[src/rtl/pipe_pkg.sv]
// Shared types for the hazard/forwarding shadow pipeline.
// Holds the per-stage destination metadata record, the hazard FSM
// encoding and the default register-number width.
package pipe_pkg;

  localparam int DEF_REG_ADDR_W = 5;

  // FSM encoding: RUN = normal issue, MC_BUSY = multi-cycle op owns EX
  localparam logic [0:0] RUN     = 1'b0;
  localparam logic [0:0] MC_BUSY = 1'b1;

  // Destination-register metadata carried through EX, MEM and WB
  typedef struct packed {
    logic                      valid;
    logic [DEF_REG_ADDR_W-1:0] rd;
    logic                      regwrite;
    logic                      memread;
  } stage_t;

  // A stage really writes the register file only when it is valid,
  // asserts regwrite and does not target $zero.
  function automatic logic eff_we(input stage_t s);
    return s.valid & s.regwrite & (s.rd != '0);
  endfunction

endpackage

[src/rtl/hazard_stage_reg.sv]
// One shadow stage register of destination metadata.
// clear has priority over hold; with neither asserted the stage loads d.
module hazard_stage_reg
  import pipe_pkg::*;
(
  input  logic   clk,
  input  logic   rst,
  input  logic   hold,
  input  logic   clear,
  input  stage_t d,
  output stage_t q
);

  // Stage update: clear to an empty slot, keep, or advance
  always_ff @(posedge clk or posedge rst) begin
    if (rst)         q <= '0;
    else if (clear)  q <= '0;
    else if (!hold)  q <= d;
  end

endmodule

[src/rtl/hazard_detection_unit.sv]
// Hazard detection unit beside the ID stage of a 5-stage MIPS pipeline.
// Tracks EX/MEM/WB destination metadata for the forwarding logic, stalls
// on load-use, holds the front end while a multi-cycle op owns EX, and
// flushes IF/ID + ID/EX on a taken branch.
// Optional: define HAZARD_PERF_CNT_EN to add saturating event counters
// (StallCycles, FlushCount, McBusyCycles).
// REG_ADDR_W must match pipe_pkg::DEF_REG_ADDR_W (the stage record uses it).
module hazard_detection_unit
  import pipe_pkg::*;
#(
  parameter int REG_ADDR_W = DEF_REG_ADDR_W,
  parameter int MC_LATENCY = 4
`ifdef HAZARD_PERF_CNT_EN
  ,
  parameter int CNT_W      = 32
`endif
) (
  input  logic                  clk_i,
  input  logic                  rst_i,
  input  logic                  ID_Valid,
  input  logic [REG_ADDR_W-1:0] ID_RegisterRs,
  input  logic [REG_ADDR_W-1:0] ID_RegisterRt,
  input  logic                  ID_UsesRs,
  input  logic                  ID_UsesRt,
  input  logic [REG_ADDR_W-1:0] ID_RegisterRd,
  input  logic                  ID_RegWrite,
  input  logic                  ID_MemRead,
  input  logic                  ID_MultiCycle,
  input  logic                  EX_BranchTaken,
  output logic                  PC_Write,
  output logic                  IFID_Write,
  output logic                  IFID_Flush,
  output logic                  IDEX_Bubble,
  output logic                  EX_Hold,
  output logic [REG_ADDR_W-1:0] MEM_RegisterRd,
  output logic                  MEM_RegWrite,
  output logic [REG_ADDR_W-1:0] WB_RegisterRd,
  output logic                  WB_RegWrite
`ifdef HAZARD_PERF_CNT_EN
  ,
  output logic [CNT_W-1:0]      StallCycles,
  output logic [CNT_W-1:0]      FlushCount,
  output logic [CNT_W-1:0]      McBusyCycles
`endif
);

  // Counter preload: the entry edge already counts as the first EX cycle,
  // so the front end is held for MC_LATENCY-1 further cycles.
  localparam logic [3:0] MC_INIT = 4'(MC_LATENCY - 1);

  logic [0:0] state;
  logic [3:0] cnt;

  stage_t ex_q, mem_q, wb_q, id_d;

  logic run, busy, mc_exit;
  logic ld_use, flush, stall, bubble, mc_start;
  logic ex_hold, ex_clr, mem_clr;

  assign run     = (state == RUN);
  assign busy    = (state == MC_BUSY);
  assign mc_exit = busy && (cnt == 4'd1);

  // ID fields as they would enter EX
  always_comb begin
    id_d          = '0;
    id_d.valid    = ID_Valid;
    id_d.rd       = ID_RegisterRd;
    id_d.regwrite = ID_RegWrite;
    id_d.memread  = ID_MemRead;
  end

  // Hazard decode: load-use stall, branch flush, multi-cycle entry
  always_comb begin
    ld_use = run & ID_Valid & ex_q.memread & eff_we(ex_q) &
             ((ID_UsesRs & (ex_q.rd == ID_RegisterRs)) |
              (ID_UsesRt & (ex_q.rd == ID_RegisterRt)));
    flush    = run & EX_BranchTaken;
    // a squashed ID instruction cannot stall anything
    stall    = ld_use & ~flush;
    bubble   = flush | stall;
    mc_start = run & ID_Valid & ID_MultiCycle & ~bubble;
  end

  // Pipeline control outputs
  always_comb begin
    PC_Write    = run & ~stall;
    IFID_Write  = run & ~stall;
    IFID_Flush  = flush;
    IDEX_Bubble = bubble;
    EX_Hold     = busy;
  end

  // Stage steering: EX freezes during MC_BUSY and empties on exit (the ID
  // instruction was held, so it enters EX on the following RUN edge);
  // MEM sees bubbles while EX is occupied, then takes the finished op.
  always_comb begin
    ex_hold = busy & ~mc_exit;
    ex_clr  = (run & bubble) | mc_exit;
    mem_clr = busy & ~mc_exit;
  end

  hazard_stage_reg u_ex (
    .clk   (clk_i),
    .rst   (rst_i),
    .hold  (ex_hold),
    .clear (ex_clr),
    .d     (id_d),
    .q     (ex_q)
  );

  hazard_stage_reg u_mem (
    .clk   (clk_i),
    .rst   (rst_i),
    .hold  (1'b0),
    .clear (mem_clr),
    .d     (ex_q),
    .q     (mem_q)
  );

  hazard_stage_reg u_wb (
    .clk   (clk_i),
    .rst   (rst_i),
    .hold  (1'b0),
    .clear (1'b0),
    .d     (mem_q),
    .q     (wb_q)
  );

  // Multi-cycle FSM and EX occupancy counter
  always_ff @(posedge clk_i or posedge rst_i) begin
    if (rst_i) begin
      state <= RUN;
      cnt   <= '0;
    end else if (run) begin
      if (mc_start) begin
        state <= MC_BUSY;
        cnt   <= MC_INIT;
      end
    end else begin
      if (mc_exit) begin
        state <= RUN;
        cnt   <= '0;
      end else begin
        cnt <= cnt - 4'd1;
      end
    end
  end

  // Forwarding-side view of the shadow MEM/WB stages
  always_comb begin
    MEM_RegisterRd = mem_q.rd;
    MEM_RegWrite   = eff_we(mem_q);
    WB_RegisterRd  = wb_q.rd;
    WB_RegWrite    = eff_we(wb_q);
  end

`ifdef HAZARD_PERF_CNT_EN
  // Saturating event counters
  always_ff @(posedge clk_i or posedge rst_i) begin
    if (rst_i) begin
      StallCycles  <= '0;
      FlushCount   <= '0;
      McBusyCycles <= '0;
    end else begin
      if (stall && !(&StallCycles))   StallCycles  <= StallCycles + 1'b1;
      if (flush && !(&FlushCount))    FlushCount   <= FlushCount + 1'b1;
      if (busy && !(&McBusyCycles))   McBusyCycles <= McBusyCycles + 1'b1;
    end
  end
`endif

endmodule

[config.mk]
export PLATFORM = sky130hd
export DESIGN_NAME = hazard_detection_unit
export DESIGN_NICKNAME = d
export VERILOG_FILES = /design/src/rtl/pipe_pkg.sv /design/src/rtl/hazard_stage_reg.sv /design/src/rtl/hazard_detection_unit.sv
export SDC_FILE = /design/constraint.sdc
export NUM_CORES = 1
export LEC_CHECK = 0
export ABC_AREA = 1
export ABC_CLOCK_PERIOD_IN_PS = 1700
export CAP_MARGIN = 10
export CELL_PAD_IN_SITES_DETAIL_PLACEMENT = 0
export CELL_PAD_IN_SITES_GLOBAL_PLACEMENT = 2
export CORE_UTILIZATION = 26
export CTS_CLUSTER_DIAMETER = 30
export DETAILED_ROUTE_END_ITERATION = 8
export PLACE_DENSITY_LB_ADDON = 0.1
export SYNTH_ARGS = -nofsm -noshare
export SYNTH_HDL_FRONTEND = slang
export SYNTH_SLANG_ARGS = --single-unit
[constraint.sdc]
create_clock -name clk_i -period 1.7 [get_ports clk_i]
set_input_delay 0.34 -clock clk_i [delete_from_list [all_inputs] [get_ports clk_i]]
set_output_delay 0.34 -clock clk_i [all_outputs]
set_load 0.01 [all_outputs]
==> flow_metrics.env <==
export IMPL_cts_tree="done"
export IMPL_core_um2=5170
export IMPL_regToRegSetupSlack_ps=110
export IMPL_power_density_nw_per_um2=1550
export IMPL_antenna_cells=0
export IMPL_numCtsBuffers=3
export IMPL_grt_max_degree=28
export IMPL_cp_arrival_ps=1510
export IMPL_clock_path_buffers=2
export IMPL_grt_busiest_layer="met2"
export IMPL_die_w_um=75.7
export IMPL_critPathKind="reg2out"
export IMPL_synth_area_per_cell_um2=7.90
export IMPL_fillers=532
export IMPL_clock_tree_root_cell="clkbuf_8"
export IMPL_max_slew_margin_pct=76.6
export IMPL_drt_wl_total_um=3320
export IMPL_fin_util_pct=41.5
export IMPL_drive_gt1_share_pct=33.1
export IMPL_path_cells="buf_6, nand2_2, nand2_1, nor2_1, nand3_1, nand2_2, a31oi_4, buf_2"
export IMPL_hpwl_um=2510
export IMPL_drt_iter0_markers=46
export IMPL_finalMaxSlewViolations=0
export IMPL_dpl_worst_slack_ps=-609
export IMPL_initial_core_util_pct=27.3
export IMPL_antenna_found_initial=0
export IMPL_netlist_area_um2=1410
export IMPL_crit_path_end_kind="output port"
export IMPL_synthArstFlopShare_pct=100
export IMPL_layout_min_cycle_time_ps=1850
export IMPL_fin_cells=309
export IMPL_synth_area_top_cells="dfrtp_1 48%, nand2_1 14%, inv_1 7.4%, buf_4 5.8%, nor2_1 4.5%"
export IMPL_ir_drop_v=0.000555
export IMPL_ys_seq_elements=27
export IMPL_p_leak_nw=1.14
export IMPL_synth_seq_area_share_pct=47.8
export IMPL_hp_class="in2async"
export IMPL_violations="negative setup slack"
export IMPL_postSynthCellCount=179
export IMPL_firstDrtPassIters=4
export IMPL_wire_per_inst_um=10.7
export IMPL_antenna_left=0
export IMPL_clockPowerShare_pct=11.3
export IMPL_switching_power_mw=1.30
export IMPL_fmax_mhz=541
export IMPL_hold_violations=0
export IMPL_synth_cell_type_count=26
export IMPL_die_h_um=75.7
export IMPL_ys_flop_type="dfrtp_1"
export IMPL_gp_congestion=0.683
export IMPL_layout_nets=266
export IMPL_power_mw=3.33
export IMPL_ios=41
export IMPL_grt_pass1_wl_um=5530
export IMPL_clock_sinks=27
export IMPL_finalCritPeriodShare_pct=109
export IMPL_gr_usage_all_layers_pct=12.9
export IMPL_use_met3_pct=3.04
export IMPL_seq_power_share_pct=34.1
export IMPL_num_vias=1241
export IMPL_yosysTopAreaCell="dfrtp_1"
export IMPL_dp_cells=299
export IMPL_grtUsageMet1_pct=17.5
export IMPL_cpPeakStageDelay_ps=410
export IMPL_worst_slew_pin_slew_ps=350
export IMPL_worst_endpoint_required_ps=1360
export IMPL_p_int_mw=2.03
export IMPL_synth_edf_count=0
export IMPL_path_clk_slew_ps=90
export IMPL_multiInputGateArea_um2=603
export IMPL_setup_viol=5
export IMPL_grtUsageMet2_pct=21.3
export IMPL_cp_start_kind="register"
export IMPL_ys_warnings_count=0
export IMPL_die_area_um2=5740
export IMPL_syn_nets=205
export IMPL_slowest_stage="dfrtp_1"
export IMPL_post_drt_via_cell_ratio=4.02
export IMPL_design_area_um2=2150
export IMPL_synth_top_area_share_pct=47.8
export IMPL_skew_ps=3.04
export IMPL_yosys_top_cells_count="53 x nand2_1, 28 x inv_1, 27 x dfrtp_1, 17 x nor2_1, 11 x buf_4"
export IMPL_drcViolationCount=0
export IMPL_htree_levels=1
export IMPL_placed_cell_area_um2=1980
export IMPL_yosysMostFrequentCell="nand2_1"
export IMPL_clock_latency_ps=270
export IMPL_cp_max_fo=3
export IMPL_p_sw_share_pct=39.0
export IMPL_pwr_share_comb_pct=54.6
export IMPL_rsz0062_at_grt="yes"
export IMPL_cap_violations=0
export IMPL_row_count=26
export IMPL_status="finished, violations left"
export IMPL_port_buffers=40
export IMPL_area_delta_synth_final_pct=51.9
export IMPL_grt_ovfl_total=0
export IMPL_seq_area_um2=678
export IMPL_setup_ws_ps=-147
export IMPL_cp_common_cell="nand2_2"
export IMPL_grt_pass1_vias=1205
-- worst paths after layout --
check                      depth (start not counted)       start    endpoint
min in group clk_i                                 0  u_mem.q[7]   u_wb.q[7]
setup reg to reg                                  13   u_ex.q[5]   u_ex.q[5]
hold / removal                                     3       rst_i  u_mem.q[1]
setup / recovery                                   8   u_ex.q[5]    PC_Write
hold reg to reg                                    0  u_mem.q[7]   u_wb.q[7]
max in group asynchronous                          3       rst_i   u_ex.q[6]
-- per-layer routing --
metal	up-vias	part of all wire, %
li1	647	-
met1	558	47
met2	34	48
met3	2	4.4
met4	0	0.48
met5	-	0
-- sequential cells by signal, indices dropped and copies added (netlist names) --
name     cells
u_ex.q       8
cnt          4
EX_Hold      1
u_wb.q       7
u_mem.q      7
-- critical path: cells and delay by family, from the launching register on --
| family | cells | cell delay, ps |
|---|---|---|
| compound gates | 1 | 100 |
| buf+inv | 2 | 280 |
| simple gates | 5 | 440 |
| flops | 1 | 410 |
-- placed cells by master, fill, tap and decap left out --
master	netlist	layout
buf_4	11	25
o22ai_1	1	1
clkbuf_2	0	1
ha_1	2	2
o311ai_2	0	1
inv_2	6	11
dlygate4sd2_1	0	8
nor2_1	17	14
nand2_1	53	46
or2_0	1	1
clkinvlp_4	0	1
nand2_2	1	8
o211ai_1	1	1
or3_4	0	2
nand2_4	2	2
o31ai_1	1	1
o21ai_0	2	2
buf_2	1	2
a31oi_4	0	1
dfrtp_1	27	25
clkdlybuf4s50_1	0	25
nand3_2	1	1
buf_6	0	6
dfrtp_2	0	2
nand3_1	7	7
or2_4	1	1
nor2_4	1	2
o21ai_2	1	1
dlymetal6s2s_1	0	1
xor2_1	1	1
inv_1	28	23
clkbuf_8	0	3
nor2_2	6	8
o311ai_4	0	1
nand4_1	2	2
-- kinds of logic after synthesis --
family | share of synthesized area (%)
adders and majority gates | 1.77
and+or+nand+nor | 30.1
xor gates and xnor gates | 0.620
buffers and inverters | 15.2
AOI/OAI and AO/OA | 4.51
DFF | 47.8
-- power by group through the flow --
stage	sequential, mW	combinational (mW)	clock (mW)
2_1_floorplan	1.09	0.941	0
3_3_place_gp	1.09	1.61	0
3_5_place_dp	1.09	1.63	0
4_1_cts	1.10	1.70	0.398
5_1_grt	1.17	2.04	0.422
6_report	1.13	1.82	0.376
-- through the flow --
stage / hold WS (ps) / TNS, ps
after floorplan: 348 / 0
after global placement: 360 / -4570
after CTS: 391 / -823
after global routing: 434 / -1050
after detailed placement: 362 / -4690
final: 417 / -618
-- layout make-up --
class,count,share of cell area (%)
Sequential cell,27,31.6
Multi-Input combinational cell,106,28.1
Timing Repair Buffer,68,28.1
Inverter,34,5.94
Tap cell,70,4.08
Clock buffer,3,1.92
Clock inverter,1,0.349
-- what timing repair did --
action	CTS	global route
hold buffers	0	0
cloned	0	0
resized for setup	45	20
endpoints found under the setup margin	7	14
setup buffers	3	3
pin swaps	13	16
Power figures use the tool's default switching activity.
